[src/rtl/debug_fifo_pkg.sv]
// Shared sizing helpers and types for the level-flag synchronous FIFO.
package debug_fifo_pkg;

    localparam int AF_OFFSET_DEF = 4;
    localparam int AE_TH_DEF     = 4;

    typedef enum logic [1:0] {
        ACC_NONE = 2'b00,
        ACC_RD   = 2'b01,
        ACC_WR   = 2'b10,
        ACC_BOTH = 2'b11
    } fifo_acc_e;

    function automatic int depth_of(input int w);
        return 1 << w;
    endfunction

    function automatic int clog2(input int n);
        int r;
        r = 0;
        while ((1 << r) < n)
            r = r + 1;
        return r;
    endfunction

    function automatic int cnt_bits(input int w);
        return w + 1;
    endfunction

    function automatic int ptr_bits(input int w);
        return w;
    endfunction

endpackage

[src/rtl/fifo_dpram.sv]
// 2**W x B storage: synchronous write, asynchronous read, optional registered read port.
// SYNC_FIFO_LVL_REGOUT_EN selects the registered read path.
module fifo_dpram
    import debug_fifo_pkg::*;
#(
    parameter int B = 8,
    parameter int W = 5
) (
    input  logic         clk,
    input  logic         we,
    input  logic [W-1:0] waddr,
    input  logic [B-1:0] wdata,
    input  logic [W-1:0] raddr,
    output logic [B-1:0] rdata
);

    localparam int DEPTH = depth_of(W);

    logic [B-1:0] mem [DEPTH];

    always_ff @(posedge clk) begin
        if (we)
            mem[waddr] <= wdata;
    end

`ifdef SYNC_FIFO_LVL_REGOUT_EN
    // raddr is the next head address, so the flop tracks the head one cycle late at most
    always_ff @(posedge clk) begin
        rdata <= mem[raddr];
    end
`else
    assign rdata = mem[raddr];
`endif

endmodule

[src/rtl/sync_fifo_lvl.sv]
// Single-clock FIFO with occupancy count, level flags and error pulses.
// SYNC_FIFO_LVL_REGOUT_EN registers r_data; flags/count are identical either way.
module sync_fifo_lvl
    import debug_fifo_pkg::*;
#(
    parameter int B     = 8,
    parameter int W     = 5,
    parameter int AF_TH = depth_of(W) - AF_OFFSET_DEF,
    parameter int AE_TH = AE_TH_DEF
) (
    input  logic         clk,
    input  logic         reset,
    input  logic         wr,
    input  logic [B-1:0] w_data,
    input  logic         rd,
    output logic [B-1:0] r_data,
    output logic         empty,
    output logic         full,
    output logic         almost_empty,
    output logic         almost_full,
    output logic [W:0]   count,
    output logic         overflow,
    output logic         underflow
);

    localparam logic [W:0] DEPTH_C = (W+1)'(depth_of(W));
    localparam logic [W:0] AF_C    = (W+1)'(AF_TH);
    localparam logic [W:0] AE_C    = (W+1)'(AE_TH);
    localparam logic [W:0] ONE_C   = (W+1)'(1);

    logic [W-1:0] w_ptr;
    logic [W-1:0] r_ptr;
    logic [W-1:0] r_ptr_next;
    logic [W-1:0] rd_addr;
    logic [W:0]   count_next;
    logic         wr_acc;
    logic         rd_acc;
    fifo_acc_e    acc;

    // A full FIFO still takes a write when the head is popped in the same cycle
    assign wr_acc     = wr & (~full | rd);
    assign rd_acc     = rd & ~empty;
    assign acc        = fifo_acc_e'({wr_acc, rd_acc});
    assign r_ptr_next = rd_acc ? r_ptr + W'(1) : r_ptr;

    always_comb begin
        count_next = count;
        case (acc)
            ACC_WR:  count_next = count + ONE_C;
            ACC_RD:  count_next = count - ONE_C;
            default: count_next = count;
        endcase
    end

    always_ff @(posedge clk or posedge reset) begin
        if (reset) begin
            w_ptr        <= '0;
            r_ptr        <= '0;
            count        <= '0;
            empty        <= 1'b1;
            full         <= 1'b0;
            almost_empty <= 1'b1;
            almost_full  <= 1'b0;
            overflow     <= 1'b0;
            underflow    <= 1'b0;
        end else begin
            if (wr_acc)
                w_ptr <= w_ptr + W'(1);
            r_ptr        <= r_ptr_next;
            count        <= count_next;
            empty        <= (count_next == '0);
            full         <= (count_next == DEPTH_C);
            almost_empty <= (count_next <= AE_C);
            almost_full  <= (count_next >= AF_C);
            overflow     <= wr & ~wr_acc;
            underflow    <= rd & ~rd_acc;
        end
    end

`ifdef SYNC_FIFO_LVL_REGOUT_EN
    assign rd_addr = r_ptr_next;
`else
    assign rd_addr = r_ptr;
`endif

    fifo_dpram #(
        .B (B),
        .W (W)
    ) u_mem (
        .clk   (clk),
        .we    (wr_acc),
        .waddr (w_ptr),
        .wdata (w_data),
        .raddr (rd_addr),
        .rdata (r_data)
    );

endmodule

[config.mk]
export PLATFORM = sky130hd
export DESIGN_NAME = sync_fifo_lvl
export DESIGN_NICKNAME = d
export VERILOG_FILES = /design/src/rtl/debug_fifo_pkg.sv /design/src/rtl/fifo_dpram.sv /design/src/rtl/sync_fifo_lvl.sv
export SDC_FILE = /design/constraint.sdc
export NUM_CORES = 1
export LEC_CHECK = 0
export CAP_MARGIN = 30
export CORE_MARGIN = 10
export CORE_UTILIZATION = 35
export DETAILED_ROUTE_END_ITERATION = 7
export GPL_ROUTABILITY_DRIVEN = 1
export PLACE_DENSITY = 0.59
export SLEW_MARGIN = 20
export SYNTH_ARGS = -nofsm -noshare
export SYNTH_HDL_FRONTEND = slang
export SYNTH_SLANG_ARGS = --single-unit
[constraint.sdc]
create_clock -name clk -period 3.2 [get_ports clk]
set_input_delay 0.64 -clock clk [delete_from_list [all_inputs] [get_ports clk]]
set_output_delay 0.64 -clock clk [all_outputs]
set_load 0.03 [all_outputs]
==> results.yml, run 1 <==
floorplan:
  start_util_pct: 35.69
  coreArea_um2: 30830
  pin_count: 32
  row_count: 64
  die_w_um: 197.3
  die_height_um: 197.3
  area_of_the_die_um2: 38930
clock_tree:
  clkTransAtPathRegs_ps: 60
  cts_sinks: 278
  clock-root-buffer: "sky130_fd_sc_hd__clkbuf_16"
  cts.path.max_buffers: 3
  clock_tree.htree_level_count: 1
  numCtsBuffers: 30
  worst_skew_pair.late_latency_ps: 550
  holdBufCountCts: 0
  cts_tree: "yes"
place:
  dpl.cell_count: 978
  hpwlAfterDp_mm: 15.31
  place_ws_ps: -34.18
  port-buffer-count: 31
  gp_congestion: 0.7534
synth:
  ffs_w_async_s_r_synth_pct: 7.914
  synth.avg_cell_area_um2: 21.32
  synthCells: 516
  synth_top_family_by_area: "multiplexers"
  post_synth_mux_area_share_pct: 17.49
  synth_sequential_area_ratio_pct: 74.90
  count_of_flip_flops_with_a_built_in_enable_after_synthesis: 256
  synth_compound_area_share_pct: 1.149
  synthAdderAreaFrac_pct: 0.7961
  syn_nets: 535
  yosys_warnings: 0
  synth-xor-area-share_pct: 1.035
  synthSimpleGateAreaFrac_pct: 3.116
  synth.ff_latch_count: 278
  syn_area_um2: 11000
  dominantRegCellSynth: "sky130_fd_sc_hd__edfxtp_1"
  synthDistinctLibCells: 41
critical_path:
  worstPathArrival_ps: 2860
  critPathCaptureType: "output port"
  worst-path-max-fanout: 5
  worst-endpoint-required_ps: 2560
  worstSetupStartpoint: "r_ptr[0]"
  reg2reg_from: "full"
  critical_path_class: "flop to output port"
  start_kind: "flop"
run:
  maxcap_viol_count: 0
status:
  violated_checks: "setup timing"
  status: "finished with violations"
routing:
  wl_per_cell_um: 23.08
  drtIter0Drc: 383
  wl_mm: 24.08
  drcViolationCount: 0
  drt-vias-per-instance: 5.061
  antenna_violating_nets_post_route: 0
  vias: 5279
  firstDrtPassIters: 5
timing:
  timing.fmax_mhz: 286.1
  worst_slack_ps: -295.7
  report.final.setup_viol: 8
  slew_at_the_pin_with_the_worst_max_slew_slack_ps: 674.6
  max-slew-margin-rel_pct: 55.03
  fin_hold_viols: 0
  min_period_over_period_pct: 109.2
  finalMaxSlewViolations: 0
  period_needed_ps: 3496
  fin_worst_hold_slack_ps: 386.9
  rsz0062_at_grt: "yes"
  clock_skew_ps: 16.79
worst_hold_path:
  hold_path_class: "input pin to asynchronous set/reset pin"
layout:
  num-fill-cells: 2604
  syn_to_final_growth_pct: 21.96
  fin_cells: 1043
  drive_gt1_share_pct: 35.55
  antenna_cells: 0
  design.final.nets: 643
grt:
  vias_in_the_first_global_route: 5714
  grt_use_total_pct: 12.46
  grt_max_degree: 33
  grt_overflow: 0
  first_pass_grt_wire_length_mm: 36.63
  grt_antenna_before_repair: 0
power_and_ir_drop:
  vdd_drop_max_v: 0.0004314
  power_per_cell_area_nw_per_um2: 914.7
  static-leakage-power_nw: 4.477
  totalPowerFinal_mw: 12.27
==> cell families after synthesis <==
kind of cell	Yosys count
buffers and inverters	37
multiplexers	91
XOR/XNOR	13
AO/OA/AOI/OAI	19
adder cells (fa/ha/maj)	7
AND/OR/NAND/NOR	71
flip-flops	278
==> metal layers <==
metal  vias up  GRT usage [%]  wire (um)
met4         0          3.446        432
met3        31          2.828       1604
li1       2346              -          -
met5         -              0          0
met2       152          20.38      11890
met1      2750          16.40      10150
==> worst max-delay path: stages (launching register included) <==
cell and delay, ps:
sky130_fd_sc_hd__dfrtp_4 490, sky130_fd_sc_hd__buf_12 150, sky130_fd_sc_hd__buf_12 140, sky130_fd_sc_hd__buf_16 140, sky130_fd_sc_hd__mux4_2 460, sky130_fd_sc_hd__mux4_2 490, sky130_fd_sc_hd__mux2_4 290, sky130_fd_sc_hd__buf_6 140
==> cells in the mapped netlist (all sizes together) (2+ instances only) <==
| cell type | n | area share (%) |
|---|---|---|
| a21oi | 5 | 0.23 |
| a31o | 2 | 0.16 |
| and2 | 2 | 0.11 |
| buf | 14 | 0.73 |
| clkbuf | 15 | 0.51 |
| dfrtp | 20 | 4.5 |
| dfstp | 2 | 0.48 |
| edfxtp | 256 | 70 |
| ha | 7 | 0.80 |
| inv | 8 | 0.27 |
| mux2 | 10 | 1.0 |
| mux4 | 80 | 16 |
| nand2 | 10 | 0.34 |
| nand3 | 3 | 0.14 |
| nand3b | 3 | 0.20 |
| nand4 | 3 | 0.17 |
| nor2 | 36 | 1.2 |
| nor4 | 3 | 0.17 |
| nor4b | 2 | 0.16 |
| o21ai | 5 | 0.23 |
| or3 | 2 | 0.11 |
| or3b | 3 | 0.24 |
| xnor2 | 9 | 0.72 |
| xor2 | 4 | 0.32 |
==> stage by stage <==
step / cell area (um2) / setup TNS [ps] / utilization, %
after global routing: 13420 / -2618 / 43.52
final: 13420 / -2074 / 43.52
after detailed placement: 12220 / -56.76 / 39.65
after global placement: 12220 / 0 / 39.65
after floorplan: 11000 / 0 / -
after CTS: 13420 / -2452 / 43.51
==> registers in the layout, summed over array words and instances (netlist names) <==
register and flops:
almost_full 1, overflow 1, w_ptr 5, count 6, empty 1, r_ptr 5
underflow 1, full 1, almost_empty 1, u_mem.mem 256
==> worst paths after layout <==
path	depth (start not counted)	end	slack, ps
min reg2reg	1	r_ptr[4]	470
min	2	overflow	390
max reg2reg	10	empty	800
min in group clk	1	r_ptr[4]	470
max	7	r_data[2]	-300
max in group asynchronous	3	r_ptr[1]	2350
==> final cells by class <==
class | instances | area (um2) | area share [%]
clock buffers | 37 | 818.3 | 6.098
clock inverters | 18 | 126.4 | 0.9418
inverters | 8 | 30.03 | 0.2238
multi-input cells | 201 | 2618 | 19.51
flip-flops and latches | 278 | 8245 | 61.45
well taps | 396 | 495.5 | 3.693
repair buffers | 105 | 1085 | 8.085
==> cells in the final DEF, fill, tap and decap left out, types with 3 or more instances in the layout <==
cell type                         count
sky130_fd_sc_hd__clkdlybuf4s50_1     23
sky130_fd_sc_hd__nand4_1              3
sky130_fd_sc_hd__clkinv_1             3
sky130_fd_sc_hd__xnor2_1              9
sky130_fd_sc_hd__mux2_4               6
sky130_fd_sc_hd__mux4_2              80
sky130_fd_sc_hd__nand3b_1             3
sky130_fd_sc_hd__nor2_1              36
sky130_fd_sc_hd__buf_4               58
sky130_fd_sc_hd__clkinv_4             3
sky130_fd_sc_hd__a21oi_1              5
sky130_fd_sc_hd__nand3_1              3
sky130_fd_sc_hd__nor4_1               3
sky130_fd_sc_hd__clkbuf_1             4
sky130_fd_sc_hd__mux2_2               4
sky130_fd_sc_hd__clkinv_2            10
sky130_fd_sc_hd__nand2_1             10
sky130_fd_sc_hd__buf_6                9
sky130_fd_sc_hd__dfrtp_1             18
sky130_fd_sc_hd__inv_1                7
sky130_fd_sc_hd__clkbuf_16           31
sky130_fd_sc_hd__ha_1                 7
sky130_fd_sc_hd__edfxtp_1           256
sky130_fd_sc_hd__buf_16               3
sky130_fd_sc_hd__o21ai_0              5
sky130_fd_sc_hd__xor2_1               4
sky130_fd_sc_hd__buf_12              11
==> where the power goes <==
| group | total, mW | internal (mW) | switching [mW] |
|---|---|---|---|
| Sequential | 4.59 | 4.30 | 0.291 |
| Clock | 3.25 | 1.89 | 1.36 |
| Combinational | 4.43 | 2.28 | 2.15 |
==> repair_timing <==
action / in CTS / in global routing
cloned: 4 / 0
gates resized for setup: 19 / 1
buffers inserted: 5 / 1
endpoints found under the setup margin: 8 / 8
No activity file was read; power rests on OpenSTA's default activity.
==> inputs of run 2 (changes only) <==
CTS_BUF_LIST = sky130_fd_sc_hd__clkbuf_8   (was unset)
==> results.yml, run 2 (synthesis gave the netlist of run 1 again) <==
routing:
  drcViolationCount: 0
  wl_mm: 24.43
  wl_per_cell_um: 22.79
  firstDrtPassIters: 4
  drtIter0Drc: 441
  vias: 5454
  drt-vias-per-instance: 5.088
  antenna_violating_nets_post_route: 0
clock_tree:
  cts.path.max_buffers: 3
  clkTransAtPathRegs_ps: 60
  worst_skew_pair.late_latency_ps: 560
  clock_tree.htree_level_count: 2
  numCtsBuffers: 46
  cts_sinks: 278
  holdBufCountCts: 0
  clock-root-buffer: "sky130_fd_sc_hd__clkbuf_8"
  cts_tree: "yes"
floorplan:
  start_util_pct: 35.69
  pin_count: 32
  die_w_um: 197.3
  row_count: 64
  coreArea_um2: 30830
  area_of_the_die_um2: 38930
  die_height_um: 197.3
timing:
  fin_hold_viols: 0
  report.final.setup_viol: 8
  max-slew-margin-rel_pct: 54.25
  worst_slack_ps: -280.1
  totalNegativeSetupSlack_ps: -1878
  rsz0062_at_grt: "yes"
  min_period_over_period_pct: 108.8
  finalMaxSlewViolations: 0
  fin_worst_hold_slack_ps: 390.5
  clock_skew_ps: 31.62
  slew_at_the_pin_with_the_worst_max_slew_slack_ps: 686.3
  timing.fmax_mhz: 287.4
  period_needed_ps: 3480
worst_hold_path:
  hold_path_class: "input pin to asynchronous set/reset pin"
critical_path:
  worst-path-max-fanout: 5
  reg2reg_setup_slack_ps: 820
  critPathCaptureType: "output port"
  reg2reg_from: "full"
  critical_path_class: "flop to output port"
  start_kind: "flop"
  critical_path.endpoint: "r_data[2]"
  ff2ff_path_depth: 10
  rr_endpoint: "empty"
  worst-endpoint-required_ps: 2560
  worstSetupStartpoint: "r_ptr[0]"
  worstPathArrival_ps: 2840
grt:
  grt_antenna_before_repair: 0
  vias_in_the_first_global_route: 5899
  grt_max_degree: 33
  grt_use_total_pct: 12.79
  grt_overflow: 0
  first_pass_grt_wire_length_mm: 37.40
layout:
  num-fill-cells: 2650
  flip_flop_count_of_the_largest_register_after_layout: 256
  final_cell_mix: "sky130_fd_sc_hd__edfxtp_1 (256), sky130_fd_sc_hd__mux4_2 (80), sky130_fd_sc_hd__buf_4 (58)"
  design.final.nets: 659
  drive_gt1_share_pct: 34.76
  antenna_cells: 0
  syn_to_final_growth_pct: 20.98
  top_regs: "u_mem.mem x256, count x6"
  layout_commonest_cell: "sky130_fd_sc_hd__edfxtp_1"
  regMostFlops: "u_mem.mem"
power_and_ir_drop:
  power_per_cell_area_nw_per_um2: 890.2
  static-leakage-power_nw: 4.502
  vdd_drop_max_v: 0.0004292
status:
  status: "finished with violations"
  violated_checks: "setup timing"
place:
  gp_congestion: 0.7534
  port-buffer-count: 31
  hpwlAfterDp_mm: 15.31
run:
  maxcap_viol_count: 0
run 2: cell count changes in the layout (fill, tap and decap cells not counted), moves of 3 or more:
| cell | delta |
|---|---|
| sky130_fd_sc_hd__clkinv_4 | -3 |
| sky130_fd_sc_hd__clkbuf_16 | -31 |
| sky130_fd_sc_hd__clkbuf_8 | +46 |
| sky130_fd_sc_hd__clkbuf_1 | -4 |
| sky130_fd_sc_hd__clkinv_2 | -8 |
| sky130_fd_sc_hd__clkinv_1 | +8 |
| sky130_fd_sc_hd__inv_1 | +20 |
run 2: per-stage QoR:
stage                     instances  setup WS [ps]  util [%]  power (mW)  cell area (um2)
after global routing           1072         -336.8     43.17       12.46            13310
after detailed placement        978         -34.18     39.65       8.687            12220
after global placement          978          170.1     39.65       8.615            12220
after CTS                      1071         -301.6     43.17       12.04            13310
final                          1072         -280.1     43.17       11.85            13310
after floorplan                 516          389.7         -       7.179            11000
run 2: area by class of cell:
cell class	count	area, um2	area share (%)
well taps	396	495.5	3.722
multi-input cells	201	2618	19.67
clock buffers	48	660.6	4.963
inverters	8	30.03	0.2256
flip-flops and latches	278	8245	61.95
repair buffers	105	1085	8.150
clock inverters	36	176.4	1.325
run 2: power breakdown:
group	switching [mW]	total (mW)	internal [mW]
sequential	0.293	4.60	4.30
combinational	2.15	4.43	2.28
clock	1.35	2.82	1.47
total	3.79	11.8	8.06
run 2: critical path, cell delays in order (launching register included):
cell,delay [ps]
sky130_fd_sc_hd__dfrtp_4,480
sky130_fd_sc_hd__buf_12,150
sky130_fd_sc_hd__buf_12,140
sky130_fd_sc_hd__buf_16,140
sky130_fd_sc_hd__mux4_2,470
sky130_fd_sc_hd__mux4_2,490
sky130_fd_sc_hd__mux2_4,290
sky130_fd_sc_hd__buf_6,140
run 2: routing by layer:
metal | track usage [%] | share of wire (%) | up-vias
li1 | - | - | 2380
met1 | 16.57 | 42 | 2880
met2 | 20.50 | 49 | 161
met3 | 3.475 | 6.6 | 33
met4 | 4.130 | 1.8 | 0
met5 | 0 | 0 | -
run 2: how the worst min path moves through the flow:
stage	from	end	slack, ps	cells after the start
2_1_floorplan	w_ptr[4]	w_ptr[4]	590	2
3_3_place_gp	r_ptr[4]	r_ptr[4]	470	1
3_5_place_dp	r_ptr[4]	r_ptr[4]	460	1
4_1_cts	r_ptr[4]	r_ptr[4]	480	1
5_1_grt	reset	overflow	400	2
6_report	reset	full	390	2
run 2: timing repair:
| item | CTS | global route |
|---|---|---|
| cloned | 4 | 0 |
| hold endpoints to repair | 0 | 0 |
| resized for setup | 19 | 1 |
| endpoints found under the setup margin | 8 | 8 |
| buffers inserted | 5 | 1 |
==> inputs of run 3 (changes only) <==
PLACE_DENSITY = 0.61   (was 0.59)
clock period = 2.9 ns   (was 3.2 ns; I/O delays follow)
==> results.yml, run 3 (synthesis gave the netlist of run 1 again) <==
status:
  status: "finished with violations"
  violated_checks: "setup timing"
timing:
  slew_at_the_pin_with_the_worst_max_slew_slack_ps: 560.5
  clock_skew_ps: 30.47
  finalMaxSlewViolations: 0
  rsz0062_at_grt: "yes"
  timing.fmax_mhz: 292.4
  fin_hold_viols: 0
  max-slew-margin-rel_pct: 62.54
  worst_slack_ps: -519.5
  min_period_over_period_pct: 117.9
  fin_worst_hold_slack_ps: 240.9
  report.final.setup_viol: 8
  period_needed_ps: 3419
layout:
  fin_cells: 1056
  num-fill-cells: 2646
  antenna_cells: 0
  regMostFlops: "u_mem.mem"
  design.final.nets: 646
  final_cell_mix: "sky130_fd_sc_hd__edfxtp_1 (256), sky130_fd_sc_hd__mux4_2 (80), sky130_fd_sc_hd__buf_4 (52)"
  drive_gt1_share_pct: 33.79
  flip_flop_count_of_the_largest_register_after_layout: 256
  syn_to_final_growth_pct: 19.71
  top_regs: "u_mem.mem x256, count x6"
  layout_commonest_cell: "sky130_fd_sc_hd__edfxtp_1"
floorplan:
  die_height_um: 197.3
  area_of_the_die_um2: 38930
  die_w_um: 197.3
  pin_count: 32
  coreArea_um2: 30830
  row_count: 64
  start_util_pct: 35.69
power_and_ir_drop:
  power_per_cell_area_nw_per_um2: 980.2
  vdd_drop_max_v: 0.0005668
  static-leakage-power_nw: 4.389
clock_tree:
  worst_skew_pair.late_latency_ps: 560
  clock-root-buffer: "sky130_fd_sc_hd__clkbuf_8"
  holdBufCountCts: 0
  clkTransAtPathRegs_ps: 60
  numCtsBuffers: 46
  clock_tree.htree_level_count: 2
  cts_sinks: 278
  cts_tree: "yes"
  cts.path.max_buffers: 3
routing:
  wl_per_cell_um: 21.77
  firstDrtPassIters: 5
  drtIter0Drc: 355
  drt-vias-per-instance: 5.084
  drcViolationCount: 0
  vias: 5369
  wl_mm: 22.98
  antenna_violating_nets_post_route: 0
critical_path:
  worstPathArrival_ps: 2840
  worst-endpoint-required_ps: 2320
  critical_path.top_delay_family: "multiplexers"
  start_kind: "flop"
  worst-path-max-fanout: 9
  worst-path-buf-inv: 2
  crit_slowest_cell: "sky130_fd_sc_hd__mux4_2"
  worstPathCellList: "buf_8, mux4_2, mux4_2, mux2_2, buf_4"
  critical-path-max-stage-delay_ps: 570
  critPathCaptureType: "output port"
  ff2ff_path_depth: 10
  critical-path-top-cell-by-count: "sky130_fd_sc_hd__mux4_2"
  critical_path_class: "flop to output port"
  cp_num_cells: 5
place:
  gp_congestion: 0.7557
  port-buffer-count: 31
  hpwlAfterDp_mm: 14.09
  place_ws_ps: -336.0
  dpl.cell_count: 968
grt:
  vias_in_the_first_global_route: 5765
  grt_antenna_before_repair: 0
  grt_max_degree: 33
  grt_overflow: 0
  grt_use_total_pct: 11.96
  first_pass_grt_wire_length_mm: 35.02
run:
  maxcap_viol_count: 0
worst_hold_path:
  hold_path_class: "input pin to asynchronous set/reset pin"
[run 3: changes by cell type in the layout (fill, tap and decap cells not counted), sizes merged]
cell,change
inv,-7
buf,-13
clkbuf,-2
clkinv,+4
bufinv,+2
[run 3: worst paths after layout]
kind	startpoint	to	slack [ps]
setup reg to reg	full	empty	350
min in group clk	full	overflow	590
max in group asynchronous	reset	empty	2210
hold / removal	reset	underflow	240
hold reg to reg	full	overflow	590
setup / recovery	r_ptr[0]	r_data[2]	-520
[run 3: what timing repair did]
action,in CTS,in global routing
gates cloned,4,0
setup endpoints to repair,8,9
setup buffers,2,0
resized for setup,12,5
[run 3: power by group]
group	internal, mW	total, mW	switching [mW]	leakage (nW)
combinational	2.32	4.63	2.31	1.33
clock	1.75	3.24	1.49	0.487
sequential	4.75	5.04	0.294	2.57
[run 3: cell type report]
class | count | area [um2] | area share [%]
Sequential cell | 278 | 8245 | 62.61
Timing Repair Buffer | 92 | 932.1 | 7.078
Clock buffer | 46 | 633.1 | 4.807
Inverter | 8 | 30.03 | 0.2280
Multi-Input combinational cell | 201 | 2608 | 19.80
Clock inverter | 35 | 226.5 | 1.720
Tap cell | 396 | 495.5 | 3.762
[run 3: layer usage]
layer	GRT usage [%]	wire, um	vias to the layer above	share of wire [%]
met4	3.418	393	0	1.7
li1	-	-	2350	-
met2	18.29	10680	166	46
met1	16.49	10350	2815	45
met5	0	0	-	0
met3	3.186	1554	38	6.8
[run 3: per-stage QoR]
| stage | cell area (um2) | TNS, ps | util, % | power (mW) |
|---|---|---|---|---|
| 6_report | 13170 | -3954 | 42.72 | 12.91 |
| 5_1_grt | 13170 | -4602 | 42.72 | 13.54 |
| 4_1_cts | 13140 | -4305 | 42.62 | 13.03 |
| 3_5_place_dp | 12110 | -933.5 | 39.29 | 9.403 |
| 3_3_place_gp | 12110 | -104.9 | 39.29 | 9.317 |
| 2_1_floorplan | 11000 | 0 | - | 7.921 |
